### src/rtl/timer_arb_pkg.sv
// Shared types and helpers for the interval timer arbiter.
// Holds the FSM encoding, default sizes and the round-robin picker.
package timer_arb_pkg;

  typedef enum logic [1:0] {
    IDLE = 2'd0,
    RUN  = 2'd1,
    DONE = 2'd2
  } state_t;

  localparam int DEF_WIDTH = 8;
  localparam int DEF_NREQ  = 4;

  // First set bit at or above ptr, wrapping modulo n (n <= 8).
  function automatic logic [2:0] rr_pick(
    input logic [7:0] req,
    input logic [2:0] ptr,
    input int         n
  );
    logic [2:0] pick;
    int         idx;
    pick = ptr;
    for (int k = 7; k >= 0; k--) begin
      if (k < n) begin
        idx = (int'(ptr) + k) % n;
        if (req[idx[2:0]]) pick = idx[2:0];
      end
    end
    return pick;
  endfunction

endpackage

### src/rtl/interval_counter.sv
// Clearable up-counter shared by all requesters.
// hit flags the cycle whose increment reaches the latched length.
module interval_counter #(
  parameter int WIDTH = 8
) (
  input  logic             i_clk,
  input  logic             i_rst_n,
  input  logic             i_clr,
  input  logic             i_en,
  input  logic [WIDTH-1:0] i_len,
  output logic [WIDTH-1:0] o_count,
  output logic             o_hit
);

  localparam logic [WIDTH-1:0] ONE  = WIDTH'(1);
  localparam logic [WIDTH:0]   ONEX = (WIDTH+1)'(1);

  logic [WIDTH-1:0] r_count;

  always_ff @(posedge i_clk or negedge i_rst_n) begin
    if (!i_rst_n) begin
      r_count <= '0;
    end else if (i_clr) begin
      r_count <= '0;
    end else if (i_en) begin
      r_count <= r_count + ONE;
    end
  end

  assign o_count = r_count;
  assign o_hit   = ({1'b0, r_count} + ONEX) == {1'b0, i_len};

endmodule

### src/rtl/interval_timer_arbiter.sv
// Round-robin scheduler that lends one interval counter to NREQ requesters.
// Grants, times the winner's latched length, and pulses done on expiry.
module interval_timer_arbiter
  import timer_arb_pkg::*;
#(
  parameter int NREQ  = DEF_NREQ,
  parameter int WIDTH = DEF_WIDTH
) (
  input  logic                  clk,
  input  logic                  reset_n,
  input  logic [NREQ-1:0]       req,
  input  logic [NREQ*WIDTH-1:0] req_len,
  output logic [NREQ-1:0]       gnt,
  output logic [NREQ-1:0]       done,
  output logic                  busy,
  output logic [WIDTH-1:0]      count
);

  localparam logic [NREQ-1:0] ONEHOT0 = {{(NREQ-1){1'b0}}, 1'b1};

  state_t           r_state, w_state_nx;
  logic [NREQ-1:0]  r_gnt, w_gnt_nx;
  logic [2:0]       r_win, w_win_nx;
  logic [2:0]       r_ptr, w_ptr_nx;
  logic [WIDTH-1:0] r_len_q, w_len_nx;
  logic [WIDTH-1:0] w_len_sel;
  logic [2:0]       w_pick, w_next_ptr;
  logic [7:0]       w_req8;
  logic             w_any, w_abort, w_hit;
  logic             w_clr, w_en;

  assign w_req8     = 8'(req);
  assign w_any      = |req;
  assign w_pick     = rr_pick(w_req8, r_ptr, NREQ);
  assign w_abort    = (r_state == RUN) && !w_req8[r_win];
  assign w_next_ptr = (r_win == 3'(NREQ-1)) ? 3'd0 : r_win + 3'd1;

  always_comb begin
    w_len_sel = '0;
    for (int i = 0; i < NREQ; i++) begin
      if (w_pick == 3'(i)) w_len_sel = req_len[i*WIDTH +: WIDTH];
    end
  end

  always_comb begin
    w_state_nx = r_state;
    w_gnt_nx   = r_gnt;
    w_win_nx   = r_win;
    w_ptr_nx   = r_ptr;
    w_len_nx   = r_len_q;
    w_clr      = 1'b0;
    w_en       = 1'b0;
    unique case (r_state)
      IDLE: begin
        w_clr = 1'b1;
        if (w_any) begin
          w_gnt_nx   = ONEHOT0 << w_pick;
          w_win_nx   = w_pick;
          w_len_nx   = w_len_sel;
          w_state_nx = (w_len_sel != '0) ? RUN : DONE;
        end
      end
      RUN: begin
        // A dropped request beats the terminal count.
        if (w_abort) begin
          w_state_nx = IDLE;
          w_gnt_nx   = '0;
          w_ptr_nx   = w_next_ptr;
          w_clr      = 1'b1;
        end else begin
          w_en = 1'b1;
          if (w_hit) w_state_nx = DONE;
        end
      end
      DONE: begin
        w_state_nx = IDLE;
        w_gnt_nx   = '0;
        w_ptr_nx   = w_next_ptr;
        w_clr      = 1'b1;
      end
      default: begin
        w_state_nx = IDLE;
        w_gnt_nx   = '0;
        w_clr      = 1'b1;
      end
    endcase
  end

  always_ff @(posedge clk or negedge reset_n) begin
    if (!reset_n) begin
      r_state <= IDLE;
      r_gnt   <= '0;
      r_win   <= '0;
      r_ptr   <= '0;
      r_len_q <= '0;
    end else begin
      r_state <= w_state_nx;
      r_gnt   <= w_gnt_nx;
      r_win   <= w_win_nx;
      r_ptr   <= w_ptr_nx;
      r_len_q <= w_len_nx;
    end
  end

  interval_counter #(
    .WIDTH(WIDTH)
  ) u_cnt (
    .i_clk   (clk),
    .i_rst_n (reset_n),
    .i_clr   (w_clr),
    .i_en    (w_en),
    .i_len   (r_len_q),
    .o_count (count),
    .o_hit   (w_hit)
  );

  assign gnt  = r_gnt;
  assign done = (r_state == DONE) ? r_gnt : '0;
  assign busy = (r_state != IDLE);

endmodule

### config.mk
export PLATFORM = sky130hd
export DESIGN_NAME = interval_timer_arbiter
export DESIGN_NICKNAME = d
export VERILOG_FILES = /design/src/rtl/timer_arb_pkg.sv /design/src/rtl/interval_counter.sv /design/src/rtl/interval_timer_arbiter.sv
export SDC_FILE = /design/constraint.sdc
export NUM_CORES = 1
export LEC_CHECK = 0
export ABC_AREA = 1
export BUFFER_PORTS_ARGS = -buffer_cell sky130_fd_sc_hd__buf_2
export CAP_MARGIN = 20
export CORE_AREA = 3 3 69 71
export CTS_CLUSTER_SIZE = 10
export DETAILED_ROUTE_END_ITERATION = 10
export DIE_AREA = 0 0 72 74
export HOLD_SLACK_MARGIN = 0.05
export PLACE_DENSITY = 0.69
export SYNTH_ARGS = -nofsm -noshare
export SYNTH_HDL_FRONTEND = slang
export SYNTH_SLANG_ARGS = --single-unit
### constraint.sdc
create_clock -name clk -period 4.77 [get_ports clk]
set_input_delay 0.2385 -clock clk [delete_from_list [all_inputs] [get_ports clk]]
set_output_delay 0.2385 -clock clk [all_outputs]
set_load 0.01 [all_outputs]
# Word level (Yosys, flattened, before mapping)
# Index checks and enable logic that the tools add are counted.
# word_totals
ff_bits	28
latchBits	0
ramBits	0
mem_bits_ro	0
inputBits	38
out_inout_bits	17
elab_cells	83
mem_count	0
# classes
add_sub_neg	6
multipliers	0
n_div	0
n_lt_le_gt_ge	5
eq_ne	10
shifts	1
n_mux	36
n_bitwise	3
reduce_logical	16
# op_table
cell	n
8-bit two-way mux	6
3-bit two-way mux	6
3-bit by 4-bit < comparator with 1-bit output (second input constant)	4
1-bit binary-select mux with 3-bit select	4
4-bit two-way mux	3
8-bit by 1-bit adder with 9-bit output (second input constant)	1
3-bit by 2-bit equality test with 1-bit output (second input constant)	3
9-bit by 8-bit equality test with 1-bit output	1
1-bit two-way mux	9
8-bit by 1-bit adder with 8-bit output (second input constant)	1
2-bit two-way mux	4
4-bit one-hot mux with 2 select lines	1
2-bit AND reduction	4
8-bit nonzero test	1
3-bit one-hot mux with 2 select lines	1
2-bit nonzero test	3
2-bit OR reduction	3
2-bit adder (second input constant)	2
2-bit by 4-bit < comparator with 1-bit output (second input constant)	1
2-bit inequality test (second input constant)	2
2-bit one-hot mux with 2 select lines	1
4-bit OR reduction	1
1-bit by 3-bit << shifter with 4-bit output (first input constant)	1
3-bit by 1-bit adder with 3-bit output (second input constant)	1
other kinds (11)	13

# Depth between registers and ports, before layout
# depth
word_depth	18
mapped_depth	20
depth_no_buf	19

# Modules after synthesis
# From an unflattened synthesis, not the netlist that was laid out.
# unflattened
cells_unflattened	322
area_unflattened_um2	2065.7
# by_module_without_submodules
module	n_inst	cells_each	area_each_um2	seq_area_each_um2
interval_timer_arbiter	1	219	1425.1	500.5
interval_counter	1	103	640.6	200.2

# Least setup slack after synthesis
# Ideal clock, no wire load.
# synth_path
path_type	reg-to-reg
start	reg r_ptr[0]
end	reg r_state[0]
setup_ps	117
t_arrival_ps	1792
required_ps	4653
setup_slack_ps	2861
path_stages_with_launch	21
n_path_buf	2
period_less_slack_ps	1909
cell_sequence	dfrtp_1 buf_6 inv_6 nand2_1 nand2_1 nand2_1 nand2_1 inv_2 nand2_1 nand2_1 nand2_2 nand2_2 buf_6 nand4_1 nand3_1 nor2_1 nand2_1 nor2_1 nand2_1 nand2_1 nand2_1
# synth_between
elab_chain_cells	18
elab_cells_between_ends	33
cone_classes	add/sub: 3; eq/ne: 3; mux: 19; bitwise: 3; reduce/logical: 5
# synth_rtl
item	line	source
start, declared	interval_timer_arbiter.sv:24	logic [2:0] r_ptr, w_ptr_nx;
start signal, assigned	interval_timer_arbiter.sv:100	r_ptr <= w_ptr_nx;
2-bit adder	timer_arb_pkg.sv:25	idx = (int'(ptr) + k) % n;
2-bit OR reduction (no line)	n/a	
1-bit bitwise AND (no line)	n/a	
1-bit binary-select mux with 3-bit select	timer_arb_pkg.sv:26	if (req[idx[2:0]]) pick = idx[2:0];
1-bit two-way mux (not written as such)	timer_arb_pkg.sv:26	
3-bit two-way mux (3 in a row)	timer_arb_pkg.sv:26	
3-bit two-way mux (*)	timer_arb_pkg.sv:26	
3-bit logical NOT	interval_timer_arbiter.sv:41	if (w_pick == 3'(i)) w_len_sel = req_len[i*WIDTH +: WIDTH];
8-bit two-way mux (3 in a row)	interval_timer_arbiter.sv:41	
8-bit two-way mux (*)	interval_timer_arbiter.sv:41	
8-bit nonzero test (*)	interval_timer_arbiter.sv:60	w_state_nx = (w_len_sel != '0) ? RUN : DONE;
2-bit two-way mux (*)	interval_timer_arbiter.sv:60	
2-bit two-way mux (*)	interval_timer_arbiter.sv:56	if (w_any) begin
2-bit one-hot mux with 2 select lines (*)	interval_timer_arbiter.sv:53	unique case (r_state)
end signal, assigned	interval_timer_arbiter.sv:97	r_state <= w_state_nx;
end, declared	interval_timer_arbiter.sv:21	state_t r_state, w_state_nx;
# Every way passes the cells marked *; elsewhere a longest branch is shown, timed or not. The select of a mux whose other input is x is not followed.
# A chain may end at the register's enable or synchronous reset.

# Worst setup path in the final report
# Ends and elaborated chain as after synthesis.

==> flow_results.org <==
** Worst setup path
- Worst Reg2Reg Path Length in Cells :: 17
- Crit Path Max Fanout :: 12
- Reg-to-reg startpoint :: r_ptr[0]
- Internal reg-to-reg setup slack :: 2.34 ns
- Category of the worst setup path launch point :: register
- Traced cell by cell, the critical path runs through inv_6 > nand2_1 > nand2_1 > nand2_1 > nand2_1 > nor2_1 > nand4_2 > nand3_2 > nor2_4 > nand2_1 > nand3_1 > nor2_1 > nand2_1 > nor2_1 > nand2_1 > nand2_1 > nand2_1.
- In this design, the critical path's most frequently occurring cell is sky130_fd_sc_hd__nand2_1.
- The worst setup path is of the reg -> reg kind.
- Worst Setup End Kind :: register
- Endpoint of the most critical register-to-register path :: r_state[0]
- Delay of the slowest cell on the worst path :: around 0.57 ns
- The slowest stage of the critical path is the sky130_fd_sc_hd__dfrtp_1 cell.
- For the worst setup path, the data required time is 4.95 ns.
- Arrival time worst endpoint :: 2.61 ns

** Synthesis
- In this run, synthesis inferred 0 flip-flops with an integrated enable.
- Most numerous cell in the Yosys netlist :: sky130_fd_sc_hd__nand2_1
- Of all cell types, the one taking the most synthesized area is sky130_fd_sc_hd__dfrtp_1.
- Total of warnings raised by yosys :: 0
- By count the netlist is led by sky130_fd_sc_hd__nand2_1, sky130_fd_sc_hd__nor2_1, sky130_fd_sc_hd__dfrtp_1, sky130_fd_sc_hd__inv_1, sky130_fd_sc_hd__nand3_1.
- In this run the cell area of the synthesized design comes to roughly 1900 um2.
- The share of the Yosys chip area taken by registers is 37.0%.
- Synth top area share :: between 30% and 40%
- For this run, the leading register cell type out of synthesis is sky130_fd_sc_hd__dfrtp_1.
- Of all flip-flops after synthesis, the portion carrying an async set or reset was 100%.
- Library cells used by synthesis :: 31
- Number of flip-flops and latches in the synthesized netlist :: 28
- Cell count after synthesis :: roughly 270
- Biggest area contributors in the synthesized netlist :: sky130_fd_sc_hd__dfrtp_1, sky130_fd_sc_hd__nand2_1, sky130_fd_sc_hd__nor2_1
- After synthesis, the mean cell area works out to around 6.9 um2.
- Synthesis produced a netlist with a net count of 314.

** Clocking
- Clock transition time at the flip-flop clock pins of the worst setup and hold paths :: 0.10 ns
- Worst-skew pair later-pin latency :: 0.28 ns
- CTS root buf :: sky130_fd_sc_hd__clkbuf_8
- In this run the number of H-tree levels came out at 1.
- TritonCTS created 3 clock buffers.
- For this design, the sink count on the clock tree is 28.
- Number of buffers on the longest clock path :: 2
- TritonCTS clock tree :: yes
- After clock tree synthesis, the repair step resized 0 gates.

** Timing
- Crit share post-route :: between 50 and 60%
- Top achievable clock speed :: 411 MHz
- Worst hold slack after final layout :: 0.346 ns
- Headroom to the max-slew limit came out at 58.8%.
- Worst Max-Slew Pin Slew :: 0.619 ns
- Setup repair after global routing left no endpoint under its margin.
- Summed negative setup slack over all endpoints :: 0 ns
- Max Slew Vio Count :: 0
- Between clock sinks in the finished design, the worst skew comes to 0.00679 ns.
- Setup violations remaining at the end of the flow were counted as 0.
- The number of hold-slack violations in the final timing report is 0.
- The worst path needs 2.43 ns of the cycle, external delays included.

** Floorplan
- Height of the chip :: 74 um
- Standard-cell rows :: 24
- Die span in x :: 72 um
- The total area inside the core boundary comes to 4290 um2.
- Total Die Area :: 5330 um2
- Initial core utilization :: 44.1%
- 55 I/O pins were placed.

** Job
- The tool flagged a number of max-cap violations equal to 0.

** Cells and area
- The repair_antennas step left the layout with diodes totalling 0.
- For this run, the post-layout net count is around 370.
- Filler Cells Inserted :: about 420
- The post-route netlist has 24.1% of its cells at a drive strength greater than 1.
- Register cell area after layout :: approximately 700 um2
- Non-filler instance count after layout :: 380
- The area growth from synthesis to layout is 20.1%.
- For this run, the share of the core covered by cells in the final layout is 52.9%.
- The multi-input combinational cells in the finished layout cover a total of slightly above 1000 um2.

** Drt
- Routed WL per cell :: about 12 um
- The detailed router placed around 1900 vias in this run.
- The first detailed-routing pass took 4 iterations.
- After detailed routing, the number of remaining DRC violations is 0.
- In this run, the number of DRC markers left after iteration 0 of detailed routing was 106.
- WL final :: 4490 um
- In this run the remaining antenna-violating nets after routing total 0.
- Avg Vias per Cell :: a little under 5

** Global route
- Maximum number of pins on one net before global-route repair :: 29
- The number of antenna violations at the first check in global routing was 0.
- For this run, the total global-route usage over all layers was measured as 17.6%.
- Vias in the first global route :: 1692
- The first global-routing pass estimated 7490 um of wire.
- Final global-route overflow total :: 0

** Place
- Port buffer count :: 54
- Count of placed standard cells including taps :: 375
- Routability-driven placement finished with a final weighted congestion of 0.847.
- Detailed placement HPWL :: between 3000 and 4000 um

** Power
- Power comes to 1.48 mW.
- Total power divided by cell area :: 649 nW/um2
- IR analysis of the VDD net gives a maximum drop of 0.000401 V.
- For this design the static power due to leakage is 1.23 nW.

** Min path
- The path with the worst hold slack has its endpoint at r_len_q[1].
- Path type of the worst min-delay path :: in -> reg
- Number of cells on the worst hold path :: 5
- In this run the most critical hold path is launched from req_len[1].

** Run status
- The run finished with clean final reports.
-- critical path, delay by kind of cell, from the launching register on --
kind | cells | cell delay, ns
AND/OR/NAND/NOR | 16 | 1.70
buffers and inverters | 1 | 0.07
flip-flops | 1 | 0.57
-- layer usage --
metal	wire [um]	vias up	global-route usage, %
met5	0	-	0
met4	78	0	5.64
met3	232	9	2.84
met2	2090	60	28.8
met1	2080	835	24.1
li1	-	984	-
-- sequential cells by signal, summed over array words and instances (netlist names) --
name and count:
r_ptr 3, r_len_q 8, r_state 2, r_win 3, u_cnt.o_count 8, gnt 4
-- how the worst max path moves through the flow --
stage	from	end	slack (ns)	cells after the start
floorplan	r_ptr[0]	r_state[0]	2.86	20
global placement	r_ptr[0]	r_state[0]	2.41	17
detailed placement	r_ptr[0]	r_state[0]	2.37	17
CTS	r_ptr[0]	r_state[0]	2.35	17
global route	r_ptr[0]	r_state[0]	2.01	17
finish	r_ptr[0]	r_state[0]	2.34	17
-- placed cells by master, fill, tap and decap left out, drive strengths merged, types with 2 or more instances in the layout --
cell     n
a21oi    2
buf     54
nand4   14
nand3   22
nor2    43
o21ai   19
clkbuf   3
inv     35
nor3     2
xor2     6
ha       2
dfrtp   28
or2      2
clkinv   2
xnor2    3
nand2   82
-- kinds of logic (layout without fill, tap and decap cells) --
logic type / Yosys count / count (layout) / share of synthesized area (%)
AO/OA/AOI/OAI: 23 / 23 / 7.08
adder cells (fa/ha/maj): 2 / 2 / 1.32
XOR/XNOR: 9 / 9 / 4.17
flip-flops: 28 / 28 / 37.0
AND/OR/NAND/NOR: 170 / 170 / 40.9
buffers and inverters: 42 / 96 / 9.52
-- stage by stage --
stage | worst slack (ns) | area (um2)
3_5_place_dp | 2.37 | 2190
5_1_grt | 2.01 | 2270
6_report | 2.34 | 2270
2_1_floorplan | 2.86 | 1890
3_3_place_gp | 2.41 | 2190
4_1_cts | 2.35 | 2270
-- layout make-up --
class	instances	area share, %
multi-input combinational	204	44.5
clock buffer	3	1.82
sequential	28	30.8
tap	52	2.86
inverter	37	6.33
clock inverter	1	1.32
timing repair buffer	55	12.3
-- where the power goes --
part | switching [mW] | internal, mW | leakage, nW | total [mW]
clock network | 0.0756 | 0.112 | 0.0357 | 0.188
logic | 0.612 | 0.299 | 0.829 | 0.911
registers | 0.0658 | 0.311 | 0.367 | 0.377
total | 0.753 | 0.722 | 1.23 | 1.48
-- timing repair --
item	CTS	global route
setup buffers	0	0
hold endpoints to repair	28	0
setup endpoints to repair	0	0
hold buffers	1	0
(Power assumes the default switching activity.)
